File: src/rtl/rdy_vld_merge_fifo_pkg.sv
// rtl/rdy_vld_merge_fifo_pkg.sv - shared constants, tag type and width helper for the merge FIFO
package rdy_vld_merge_fifo_pkg;

    localparam int MERGE_NUM_CH = 3;
    localparam int MERGE_DEPTH  = 8;

    typedef logic [31:0] data_t;

    // Channel index width; a single-channel build still carries one tag bit
    function automatic int ch_width(input int n);
        return (n > 1) ? $clog2(n) : 1;
    endfunction

    localparam int MERGE_CH_W = ch_width(MERGE_NUM_CH);

    // Tagged beat as seen by downstream consumers of the merged stream
    typedef struct packed {
        logic [MERGE_CH_W-1:0] chan;
        data_t                 payload;
    } merge_tag_st;

endpackage

File: src/rtl/rdy_vld_merge_fifo_if.sv
// rtl/rdy_vld_merge_fifo_if.sv - producer/consumer/readback bundle for the merge FIFO
interface rdy_vld_merge_fifo_if
    import rdy_vld_merge_fifo_pkg::*;
#(
    parameter int NUM_CH = MERGE_NUM_CH,
    parameter int DATA_W = $bits(data_t),
    parameter int DEPTH  = MERGE_DEPTH,
    parameter int CNT_W  = 16
);
    localparam int CH_W  = ch_width(NUM_CH);
    localparam int LVL_W = $clog2(DEPTH + 1);

    logic [NUM_CH-1:0]        in_vld;
    logic [NUM_CH*DATA_W-1:0] in_data;
    logic [NUM_CH-1:0]        in_rdy;
    logic                     out_vld;
    logic [DATA_W-1:0]        out_data;
    logic [CH_W-1:0]          out_ch;
    logic                     out_rdy;
    logic                     flush;
    logic [LVL_W-1:0]         fill_level;
    logic [NUM_CH*CNT_W-1:0]  ch_count;

    // Environment side: producers, consumer and register reader
    modport master (
        output in_vld, in_data, out_rdy, flush,
        input  in_rdy, out_vld, out_data, out_ch, fill_level, ch_count
    );

    // Merge block side
    modport slave (
        input  in_vld, in_data, out_rdy, flush,
        output in_rdy, out_vld, out_data, out_ch, fill_level, ch_count
    );

endinterface

File: src/rtl/rdy_vld_merge_fifo_fifo_sync.sv
// rtl/rdy_vld_merge_fifo_fifo_sync.sv - registered DEPTH x WIDTH synchronous FIFO with flush
module rdy_vld_merge_fifo_fifo_sync #(
    parameter int   DEPTH = 8,
    parameter int   WIDTH = 34,
    localparam int  LVL_W = $clog2(DEPTH + 1)
) (
    input  logic             clk,
    input  logic             rst_n,
    input  logic             i_push,
    input  logic [WIDTH-1:0] i_wdata,
    input  logic             i_pop,
    input  logic             i_flush,
    output logic [WIDTH-1:0] o_rdata,
    output logic             o_full,
    output logic             o_empty,
    output logic [LVL_W-1:0] o_level
);
    localparam int AW = $clog2(DEPTH);

    logic [WIDTH-1:0] r_mem [DEPTH];
    logic [AW:0]      r_wptr;
    logic [AW:0]      r_rptr;
    logic             w_full;
    logic             w_empty;
    logic             w_do_push;
    logic             w_do_pop;

    // The extra MSB on each pointer separates a full ring from an empty one
    assign w_empty   = (r_wptr == r_rptr);
    assign w_full    = (r_wptr[AW] != r_rptr[AW]) && (r_wptr[AW-1:0] == r_rptr[AW-1:0]);
    assign w_do_push = i_push && !w_full && !i_flush;
    assign w_do_pop  = i_pop && !w_empty;

    // Pointer update; flush drops everything buffered, including a same-cycle pop
    always_ff @(posedge clk or negedge rst_n) begin
        if (!rst_n) begin
            r_wptr <= '0;
            r_rptr <= '0;
        end else begin
            if (w_do_push) begin
                r_wptr <= r_wptr + (AW+1)'(1);
            end
            if (i_flush) begin
                r_rptr <= r_wptr;
            end else if (w_do_pop) begin
                r_rptr <= r_rptr + (AW+1)'(1);
            end
        end
    end

    // Storage array; cleared on reset so the head reads zero until first write
    always_ff @(posedge clk or negedge rst_n) begin
        if (!rst_n) begin
            for (int i = 0; i < DEPTH; i++) begin
                r_mem[i] <= '0;
            end
        end else if (w_do_push) begin
            r_mem[r_wptr[AW-1:0]] <= i_wdata;
        end
    end

    assign o_rdata = r_mem[r_rptr[AW-1:0]];
    assign o_full  = w_full;
    assign o_empty = w_empty;
    assign o_level = LVL_W'(r_wptr - r_rptr);

endmodule

File: src/rtl/rdy_vld_merge_fifo.sv
// rtl/rdy_vld_merge_fifo.sv - N-to-1 rdy_vld merge with arbitration, tagged FIFO and beat counters
module rdy_vld_merge_fifo
    import rdy_vld_merge_fifo_pkg::*;
#(
    parameter int NUM_CH   = MERGE_NUM_CH,
    parameter int DATA_W   = $bits(data_t),
    parameter int DEPTH    = MERGE_DEPTH,
    parameter int ARB_MODE = 0,
    parameter int CNT_W    = 16
) (
    input  logic clk,
    input  logic rst_n,
    rdy_vld_merge_fifo_if.slave bus
);
    localparam int CH_W  = ch_width(NUM_CH);
    localparam int LVL_W = $clog2(DEPTH + 1);
    localparam int FW    = CH_W + DATA_W;

    logic [CH_W-1:0]         r_ptr;
    logic [CNT_W-1:0]        r_cnt [NUM_CH];
    logic [CH_W-1:0]         w_winner;
    logic                    w_any;
    logic                    w_accept;
    logic [DATA_W-1:0]       w_sel_data;
    logic [NUM_CH-1:0]       w_in_rdy;
    logic [NUM_CH*CNT_W-1:0] w_ch_count;
    logic [FW-1:0]           w_rdata;
    logic                    w_full;
    logic                    w_empty;
    logic [LVL_W-1:0]        w_level;

    // k-th candidate in search order: from ptr+1 upward (round-robin) or index k-1 (fixed)
    function automatic logic [CH_W-1:0] cand_index(input logic [CH_W-1:0] ptr, input int k);
        int c;
        if (ARB_MODE == 1) begin
            c = k - 1;
        end else begin
            c = (int'(ptr) + k) % NUM_CH;
        end
        return CH_W'(c);
    endfunction

    // Arbiter: scan candidates last-to-first so the earliest candidate in order wins
    always_comb begin
        w_winner = '0;
        w_any    = 1'b0;
        for (int k = NUM_CH; k >= 1; k--) begin
            if (bus.in_vld[cand_index(r_ptr, k)]) begin
                w_winner = cand_index(r_ptr, k);
                w_any    = 1'b1;
            end
        end
    end

    // A full FIFO blocks pushes regardless of a same-cycle pop; flush blocks them too
    assign w_accept = w_any && !w_full && !bus.flush;

    // One-hot ready toward the winning producer only
    always_comb begin
        w_in_rdy = '0;
        for (int i = 0; i < NUM_CH; i++) begin
            w_in_rdy[i] = w_accept && (w_winner == CH_W'(i));
        end
    end

    // Payload mux for the winning channel
    always_comb begin
        w_sel_data = '0;
        for (int i = 0; i < NUM_CH; i++) begin
            if (w_winner == CH_W'(i)) begin
                w_sel_data = bus.in_data[i*DATA_W +: DATA_W];
            end
        end
    end

    // Round-robin pointer moves to the last accepted channel; starts so ch0 goes first
    always_ff @(posedge clk or negedge rst_n) begin
        if (!rst_n) begin
            r_ptr <= CH_W'(NUM_CH - 1);
        end else if (w_accept && (ARB_MODE == 0)) begin
            r_ptr <= w_winner;
        end
    end

    // Per-channel accepted-beat counters, saturating at all-ones
    always_ff @(posedge clk or negedge rst_n) begin
        if (!rst_n) begin
            for (int i = 0; i < NUM_CH; i++) begin
                r_cnt[i] <= '0;
            end
        end else if (w_accept && (r_cnt[w_winner] != {CNT_W{1'b1}})) begin
            r_cnt[w_winner] <= r_cnt[w_winner] + CNT_W'(1);
        end
    end

    // Flatten counters for readback
    always_comb begin
        w_ch_count = '0;
        for (int i = 0; i < NUM_CH; i++) begin
            w_ch_count[i*CNT_W +: CNT_W] = r_cnt[i];
        end
    end

    rdy_vld_merge_fifo_fifo_sync #(
        .DEPTH (DEPTH),
        .WIDTH (FW)
    ) u_fifo (
        .clk     (clk),
        .rst_n   (rst_n),
        .i_push  (w_accept),
        .i_wdata ({w_winner, w_sel_data}),
        .i_pop   (bus.out_rdy),
        .i_flush (bus.flush),
        .o_rdata (w_rdata),
        .o_full  (w_full),
        .o_empty (w_empty),
        .o_level (w_level)
    );

    assign bus.in_rdy     = w_in_rdy;
    assign bus.out_vld    = !w_empty;
    assign bus.out_data   = w_rdata[DATA_W-1:0];
    assign bus.out_ch     = w_rdata[FW-1 -: CH_W];
    assign bus.fill_level = w_level;
    assign bus.ch_count   = w_ch_count;

endmodule

File: src/flat_wrapper.sv
// flat-port wrapper written by rule: the top's interface ports become plain ports
module rdy_vld_merge_fifo_flat import rdy_vld_merge_fifo_pkg::*;
#(
    parameter int NUM_CH   = MERGE_NUM_CH,
    parameter int DATA_W   = $bits(data_t),
    parameter int DEPTH    = MERGE_DEPTH,
    parameter int ARB_MODE = 0,
    parameter int CNT_W    = 16
)
  (clk, rst_n, bus_in_vld, bus_in_data, bus_out_rdy, bus_flush, bus_in_rdy, bus_out_vld, bus_out_data, bus_out_ch, bus_fill_level, bus_ch_count);
  rdy_vld_merge_fifo_if #(.NUM_CH(NUM_CH), .DATA_W(DATA_W), .DEPTH(DEPTH), .CNT_W(CNT_W)) bus_i ();
  input  logic clk;
  input  logic rst_n;
  input wire logic [$bits(bus_i.in_vld)-1:0] bus_in_vld;
  input wire logic [$bits(bus_i.in_data)-1:0] bus_in_data;
  input wire logic [$bits(bus_i.out_rdy)-1:0] bus_out_rdy;
  input wire logic [$bits(bus_i.flush)-1:0] bus_flush;
  output wire logic [$bits(bus_i.in_rdy)-1:0] bus_in_rdy;
  output wire logic [$bits(bus_i.out_vld)-1:0] bus_out_vld;
  output wire logic [$bits(bus_i.out_data)-1:0] bus_out_data;
  output wire logic [$bits(bus_i.out_ch)-1:0] bus_out_ch;
  output wire logic [$bits(bus_i.fill_level)-1:0] bus_fill_level;
  output wire logic [$bits(bus_i.ch_count)-1:0] bus_ch_count;
  assign bus_i.in_vld = bus_in_vld;
  assign bus_i.in_data = bus_in_data;
  assign bus_i.out_rdy = bus_out_rdy;
  assign bus_i.flush = bus_flush;
  assign bus_in_rdy = bus_i.in_rdy;
  assign bus_out_vld = bus_i.out_vld;
  assign bus_out_data = bus_i.out_data;
  assign bus_out_ch = bus_i.out_ch;
  assign bus_fill_level = bus_i.fill_level;
  assign bus_ch_count = bus_i.ch_count;
  rdy_vld_merge_fifo #(.NUM_CH(NUM_CH), .DATA_W(DATA_W), .DEPTH(DEPTH), .ARB_MODE(ARB_MODE), .CNT_W(CNT_W)) u_core (.clk(clk), .rst_n(rst_n), .bus(bus_i));
endmodule
File: config.mk
export PLATFORM = sky130hd
export DESIGN_NAME = rdy_vld_merge_fifo_flat
export DESIGN_NICKNAME = d
export VERILOG_FILES = /design/src/rtl/rdy_vld_merge_fifo_pkg.sv /design/src/rtl/rdy_vld_merge_fifo_if.sv /design/src/rtl/rdy_vld_merge_fifo_fifo_sync.sv /design/src/rtl/rdy_vld_merge_fifo.sv /design/src/flat_wrapper.sv
export SDC_FILE = /design/constraint.sdc
export NUM_CORES = 1
export LEC_CHECK = 0
export BUFFER_PORTS_ARGS = -buffer_cell sky130_fd_sc_hd__buf_2
export CORE_MARGIN = 2
export CORE_UTILIZATION = 45
export DETAILED_ROUTE_END_ITERATION = 10
export PLACE_DENSITY_LB_ADDON = 0.2
export SETUP_SLACK_MARGIN = 0.05
export SYNTH_ARGS = -nofsm -noshare
export SYNTH_HDL_FRONTEND = slang
export SYNTH_HIERARCHICAL = 1
export SYNTH_SLANG_ARGS = --single-unit
File: constraint.sdc
create_clock -name clk -period 6 [get_ports clk]
set_input_delay 0.3 -clock clk [delete_from_list [all_inputs] [get_ports clk]]
set_output_delay 0.3 -clock clk [all_outputs]
set_load 0.01 [all_outputs]
**Word level (Yosys, flattened, before mapping)**

Cells that the tools add are included.

- Add/subtract/negate cells: 7
- Div/mod/pow operators: 3
- Order comparisons: 8
- Eq/ne operators: 6
- Mux-type cells: 29
- Bitwise operators: 3
- Reductions and logical operators: 17

Operator list:

| cell | count |
|---|---|
| bitwise mux 272 bit | 1 |
| binary-select mux 34 bit (select 3 bit) | 1 |
| demux 34 bit (select 3 bit) | 1 |
| two-way mux 34 bit | 3 |
| remainder unit 32 x 3 -> 32 bit, second input constant | 3 |
| two-way mux 32 bit | 3 |
| bitwise mux 48 bit | 1 |
| two-way mux 16 bit | 3 |
| binary-select mux 16 bit (select 2 bit) | 1 |
| demux 16 bit (select 2 bit) | 1 |
| adder 16 x 1 -> 16 bit, second input constant | 1 |
| != test 16 bit, second input constant | 1 |
| logical AND 1 bit | 12 |
| < comparator 2 x 3 -> 1 bit, second input constant | 3 |
| adder 4 x 1 -> 4 bit, second input constant | 2 |
| >= comparator 4 bit, second input constant | 2 |
| two-way mux 4 bit | 2 |
| inverter 3 -> 4 bit | 2 |
| adder 2 x 2 -> 3 bit, second input constant | 2 |
| binary-select mux 1 bit (select 2 bit) | 3 |
| two-way mux 1 bit | 6 |
| two-way mux 2 bit | 3 |
| == test 4 bit | 1 |
| < comparator 4 x 1 -> 1 bit, second input constant | 1 |
| 12 further kinds | 14 |

- Flip-flop bits (word level): 330
- Input bits: 103
- Output and inout port bits: 90
- Logic and storage cells: 87

**Depth between registers and ports, before layout**

- Word-level depth: 13
- Mapped depth: 21

**Hierarchy**

Netlist, hierarchy kept.

Modules (own cells, without submodules):

| module | times used | cells each | area each (um^2) |
|---|---|---|---|
| rdy_vld_merge_fifo_fifo_sync | 1 | 833 | 12901.1 |
| rdy_vld_merge_fifo | 1 | 430 | 4033.9 |

**Worst setup path before layout**

OpenSTA, ideal clock, no wires.

- Kind: reg2reg
- From: register u_core.r_ptr[1]
- To: register u_core.r_cnt (netlist bit u_core/bus.ch_count[0])
- Library setup time: 125 ps
- Arrival time: 4776 ps
- Data required time: 5875 ps
- Slack: 1099 ps
- Cell stages (with the launch flop): 19
- Buffers on the path: 4
- Clock period less this slack: 4901 ps
- Cells stage by stage: dfstp_2 ha_1 mux2i_1 o21ai_0 o211ai_1 nand2_2 inv_2 buf_1 clkbuf_1 buf_2 mux2i_1 o21ai_0 ha_1 inv_1 a221oi_4 nor4b_4 a21boi_4 buf_6 mux2_4

- Longest elaborated chain between the ends: 13
- Elaborated cells on any way between the ends: 33
- Classes of those cells: add/sub (4); div (3); order compare (2); eq/ne (1); mux (18); bitwise (1); reduce/logical (4)

RTL lines:

| item | line | source |
|---|---|---|
| from (decl) | rdy_vld_merge_fifo.sv:19 | `logic [CH_W-1:0] r_ptr;` |
| from (signal assigned) | rdy_vld_merge_fifo.sv:79 | `r_ptr <= CH_W'(NUM_CH - 1);` |
| from (signal assigned) | rdy_vld_merge_fifo.sv:81 | `r_ptr <= w_winner;` |
| adder 2 x 2 -> 3 bit | rdy_vld_merge_fifo.sv:38 | `c = (int'(ptr) + k) % NUM_CH;` |
| remainder unit 32 x 3 -> 32 bit | rdy_vld_merge_fifo.sv:38 |  |
| binary-select mux 1 bit (select 2 bit) | rdy_vld_merge_fifo.sv:48 | `if (bus.in_vld[cand_index(r_ptr, k)]) begin` |
| two-way mux 1 bit (implied by the code) | rdy_vld_merge_fifo.sv:48 |  |
| two-way mux 2 bit (2 in a row) | rdy_vld_merge_fifo.sv:48 |  |
| two-way mux 2 bit (*) | rdy_vld_merge_fifo.sv:48 |  |
| via u_core.w_winner[0] | rdy_vld_merge_fifo.sv:21 | `logic [CH_W-1:0] w_winner;` |
| inverter 2 -> 3 bit (implied by the code) (*) | rdy_vld_merge_fifo.sv:91, rdy_vld_merge_fifo.sv:92 |  |
| binary-select mux 16 bit (select 2 bit), or another cell as far along | rdy_vld_merge_fifo.sv:91, rdy_vld_merge_fifo.sv:92 |  |
| two-way mux 16 bit (implied by the code) / logical AND 1 bit (equally long branches) | rdy_vld_merge_fifo.sv:91, rdy_vld_merge_fifo.sv:92 |  |
| two-way mux 16 bit, on equally long branches | rdy_vld_merge_fifo.sv:91, rdy_vld_merge_fifo.sv:92 |  |
| adder 16 x 1 -> 16 bit, or another cell as far along | rdy_vld_merge_fifo.sv:92 | `r_cnt[w_winner] <= r_cnt[w_winner] + CNT_W'(1);` |
| bitwise mux 48 bit / logical AND 1 bit (equally long branches) | rdy_vld_merge_fifo.sv:92, rdy_vld_merge_fifo.sv:91 |  |
| to (signal, indexed assignment) | rdy_vld_merge_fifo.sv:92 |  |
| to (decl) | rdy_vld_merge_fifo.sv:20 | `logic [CNT_W-1:0] r_cnt [NUM_CH];` |

Mark *: on every way through the listed nets, which the timed path passes. The rest lies on a longest branch. The select of a mux whose other input is x is not followed.
A chain may end at the register's enable or synchronous reset.

**Worst setup path after layout**

- From: register u_core.r_ptr[1]
- To: register u_core/u_fifo/r_mem[71] (netlist name)

- Longest elaborated chain between the ends: 12
- Elaborated cells on any way between the ends: 29
- Classes of those cells: add/sub (3); div (3); eq/ne (2); mux (16); reduce/logical (5)

RTL lines:

| item | line | source |
|---|---|---|
| adder 2 x 2 -> 3 bit | rdy_vld_merge_fifo.sv:38 |  |
| remainder unit 32 x 3 -> 32 bit | rdy_vld_merge_fifo.sv:38 |  |
| binary-select mux 1 bit (select 2 bit) | rdy_vld_merge_fifo.sv:48 |  |
| two-way mux 1 bit (implied by the code) | rdy_vld_merge_fifo.sv:48 |  |
| two-way mux 2 bit (2 in a row) | rdy_vld_merge_fifo.sv:48 |  |
| two-way mux 2 bit (*) | rdy_vld_merge_fifo.sv:48 |  |
| zero test 2 bit | rdy_vld_merge_fifo.sv:70 | `if (w_winner == CH_W'(i)) begin` |
| two-way mux 32 bit (2 in a row) | rdy_vld_merge_fifo.sv:70 |  |
| two-way mux 32 bit (*) | rdy_vld_merge_fifo.sv:70 |  |
| via u_core.w_sel_data[3] | rdy_vld_merge_fifo.sv:24 | `logic [DATA_W-1:0] w_sel_data;` |
| bitwise mux 272 bit (*) | rdy_vld_merge_fifo_fifo_sync.sv:58 | `r_mem[r_wptr[AW-1:0]] <= i_wdata;` |
| to (signal, indexed assignment) | rdy_vld_merge_fifo_fifo_sync.sv:58 |  |
| to (decl) | rdy_vld_merge_fifo_fifo_sync.sv:20 | `logic [WIDTH-1:0] r_mem [DEPTH];` |

Marked as above.

==> metrics.txt <==
vias in the first global route=~11,000; Hold Vio Cnt, Final=0; Seq cells post-synth=330; die area=39,200 um^2; Worst Path Arrival=approximately 5.4 ns; Least-Margin Pin Slew=1.14 ns; GRT Util Overall=a little over a fifth; post-CTS setup buffers=0; critical path type=reg2reg; Reg clk slew, reported paths=0.06 ns; CTS tree=built; Final Total Pwr=between 10 and 15 mW; drt pass-1 iters=4; Syn Area/Cell=roughly 13 um^2; WL per Instance=20.7 um; status=finished clean; most frequent cells in the layout=327 x dfrtp_1, 275 x mux2_2, 191 x buf_2; register area share after synthesis=approximately 49%; MaxCap Viol Count=0; Slew headroom=between 20% and 30%; Ant. Diodes=0; Synth cell types=between 70 and 80; first-pass GRT wire length=65.1 mm; Detail Placement HPWL=about 25 mm; chip height=slightly below 200 um; core footprint=roughly 37,000 um^2; CP Capture Type=flop; clock root cell=clkbuf_16; Setup violations, final=0; DRC=0; Leak=a little over 9 nW; synthesized area=16,900 um^2; critical path's slowest cell=o21ai_0; Clock H-tree levels=2; # fillers=roughly 3,200; cell count after synthesis=1,263; crit-path cells=inv_1, ha_1, mux2i_1, a311o_1, nand2_2, clkinv_2, buf_4, buf_4, mux2i_1, o21ai_0, mux2_2; routability cong.=between 0.8 and 0.9; Cell Rows=71; dominant synthesized flop cell=dfrtp_1; Post-synth EDFFs=0; synth warn=6; # nets final=1,552; CTS Buf Count=37; later-pin clock latency in the skew report=approximately 0.52 ns; PortBufs=192; DRT iter0 DRCs=about 620; Setup Skew=0.0211 ns; Buf+Inv Stages, Crit Path=4; clock sink total=between 300 and 400; initial antenna violation count=0; clock buffer depth=3; largest stage delay on the critical path=0.89 ns; Die W=around 200 um; initial cell density of the core=45.3%; max-slew violation count=0; Via density=approximately 5.5; Sum Neg Setup Slack=0 ns; largest fanout on the critical path=29; worst hold path class=in2reg; via count=between 10,000 and 15,000; CP Launch Type=flop; period utilization=between 80% and 90%; final WL=40.9 mm; Final ANT Viol Nets=0; pin count of the biggest net entering global routing=roughly 110; Core Util, Final=a little over half; total global routing overflow=0; Top delay family on crit path=compound AO/OA/AOI/OAI gates; share of flip-flops with an asynchronous set or reset=between 90% and 100%; fmax=around 0.20 GHz; VDD IR max=225 uV; RSZ-0062 raised after global routing=false; CP required=roughly 6.5 ns; layout cells sized above 1=between 40% and 50%; syn_nets=around 1,400; min cycle time layout=about 5 ns; Pwr per Cell Area=approximately 570 nW/um^2; synth-to-layout area growth=15.0%; most common cell after layout, fill and taps aside=dfrtp_1; IO Pins=193
## power by group
part           switching [mW]  internal [mW]
registers               0.593           3.16
clock network           0.890           1.44
logic                    2.63           2.35
total                    4.12           6.96
## timing repair
action / CTS / global route
hold buffers: 1 / 0
hold endpoints to repair: 103 / 0
resized for setup: 0 / 0
## Yosys cell counts (all sizes together) (2+ instances only)
cell | number | share of area, %
mux2 | 317 | 22
mux4 | 68 | 9.0
xnor2 | 18 | 0.93
nand2b | 3 | 0.11
ha | 10 | 0.74
clkbuf | 27 | 0.61
nor2b | 3 | 0.13
nand2 | 173 | 3.9
a22o | 2 | 0.10
mux2i | 45 | 2.7
o21ai | 56 | 1.7
o221ai | 4 | 0.21
xor2 | 3 | 0.20
nor2 | 19 | 0.44
and3 | 4 | 0.16
a21boi | 3 | 0.33
o211a | 2 | 0.12
o311ai | 3 | 0.16
dfrtp | 329 | 49
a21o | 3 | 0.13
buf | 48 | 2.3
a221oi | 2 | 0.21
inv | 26 | 0.61
o211ai | 2 | 0.089
nor3 | 7 | 0.27
a21oi | 15 | 0.47
and2 | 9 | 0.33
o2111ai | 2 | 0.10
nand3 | 18 | 0.75
a211oi | 2 | 0.089
o22ai | 4 | 0.15
nand4 | 9 | 0.53
and4 | 3 | 0.16
o221a | 3 | 0.20
nor4b | 2 | 0.19
## routing by layer
layer / global-route usage [%] / part of all wire [%] / vias to the layer above / wire length (um)
met4: 4.54 / 1.5 / 0 / 625
met5: 0 / 0 / - / 0
met2: 35.4 / 48 / 213 / 19600
met1: 30.3 / 47 / 5665 / 19100
li1: - / - / 4950 / -
met3: 2.74 / 3.8 / 45 / 1550
## kinds of logic after synthesis
kind of cell	synth area share, %
compound gates	4.81
xor+xnor	1.13
fa+ha+maj	0.857
buf+inv	3.52
flops	48.8
mux	33.6
simple gates	7.31
## state kept, by name (all words and copies together), names as in the netlist
name,flops
u_core/u_fifo/r_rptr,4
u_core/r_ptr,2
u_core/bus.ch_count,48
u_core/u_fifo/r_wptr,4
u_core/u_fifo/r_mem,272
## final cells by class
class,instances,area (um^2),share of cell area (%)
Clock inverter,9,149,0.765
Clock buffer,59,1110,5.71
Sequential cell,330,8270,42.5
Inverter,26,104,0.533
Timing Repair Buffer,211,1120,5.73
Tap cell,511,639,3.28
Multi-Input combinational cell,832,8090,41.5
## through the flow
| stage | hold slack (ns) | setup slack (ns) | cells | cell area (um^2) |
|---|---|---|---|---|
| floorplan | 0.00441 | 1.10 | 1263 | 16900 |
| CTS | 0.140 | 1.05 | 1978 | 19500 |
| global route | 0.151 | 0.696 | 1978 | 19500 |
| finish | 0.144 | 1.01 | 1978 | 19500 |
| detailed placement | 0.407 | 1.08 | 1909 | 18200 |
| global placement | 0.405 | 1.25 | 1909 | 18200 |
## worst paths after layout
kind                                                 end                      from  slack (ns)  cells past startpoint
worst max-delay path             u_core/u_fifo/r_mem[71]           u_core/r_ptr[1]        1.01                     11
worst min-delay path             u_core/u_fifo/r_rptr[1]                 bus_flush        0.14                      2
worst max register to register   u_core/u_fifo/r_mem[71]           u_core/r_ptr[1]        1.01                     11
worst min register to register  u_core/u_fifo/r_mem[252]  u_core/u_fifo/r_mem[252]        0.49                      1
max in group asynchronous       u_core/u_fifo/r_mem[178]                     rst_n        4.18                      3
min in group asynchronous        u_core/u_fifo/r_mem[60]                     rst_n        0.43                      2
(Power assumes the default switching activity.)
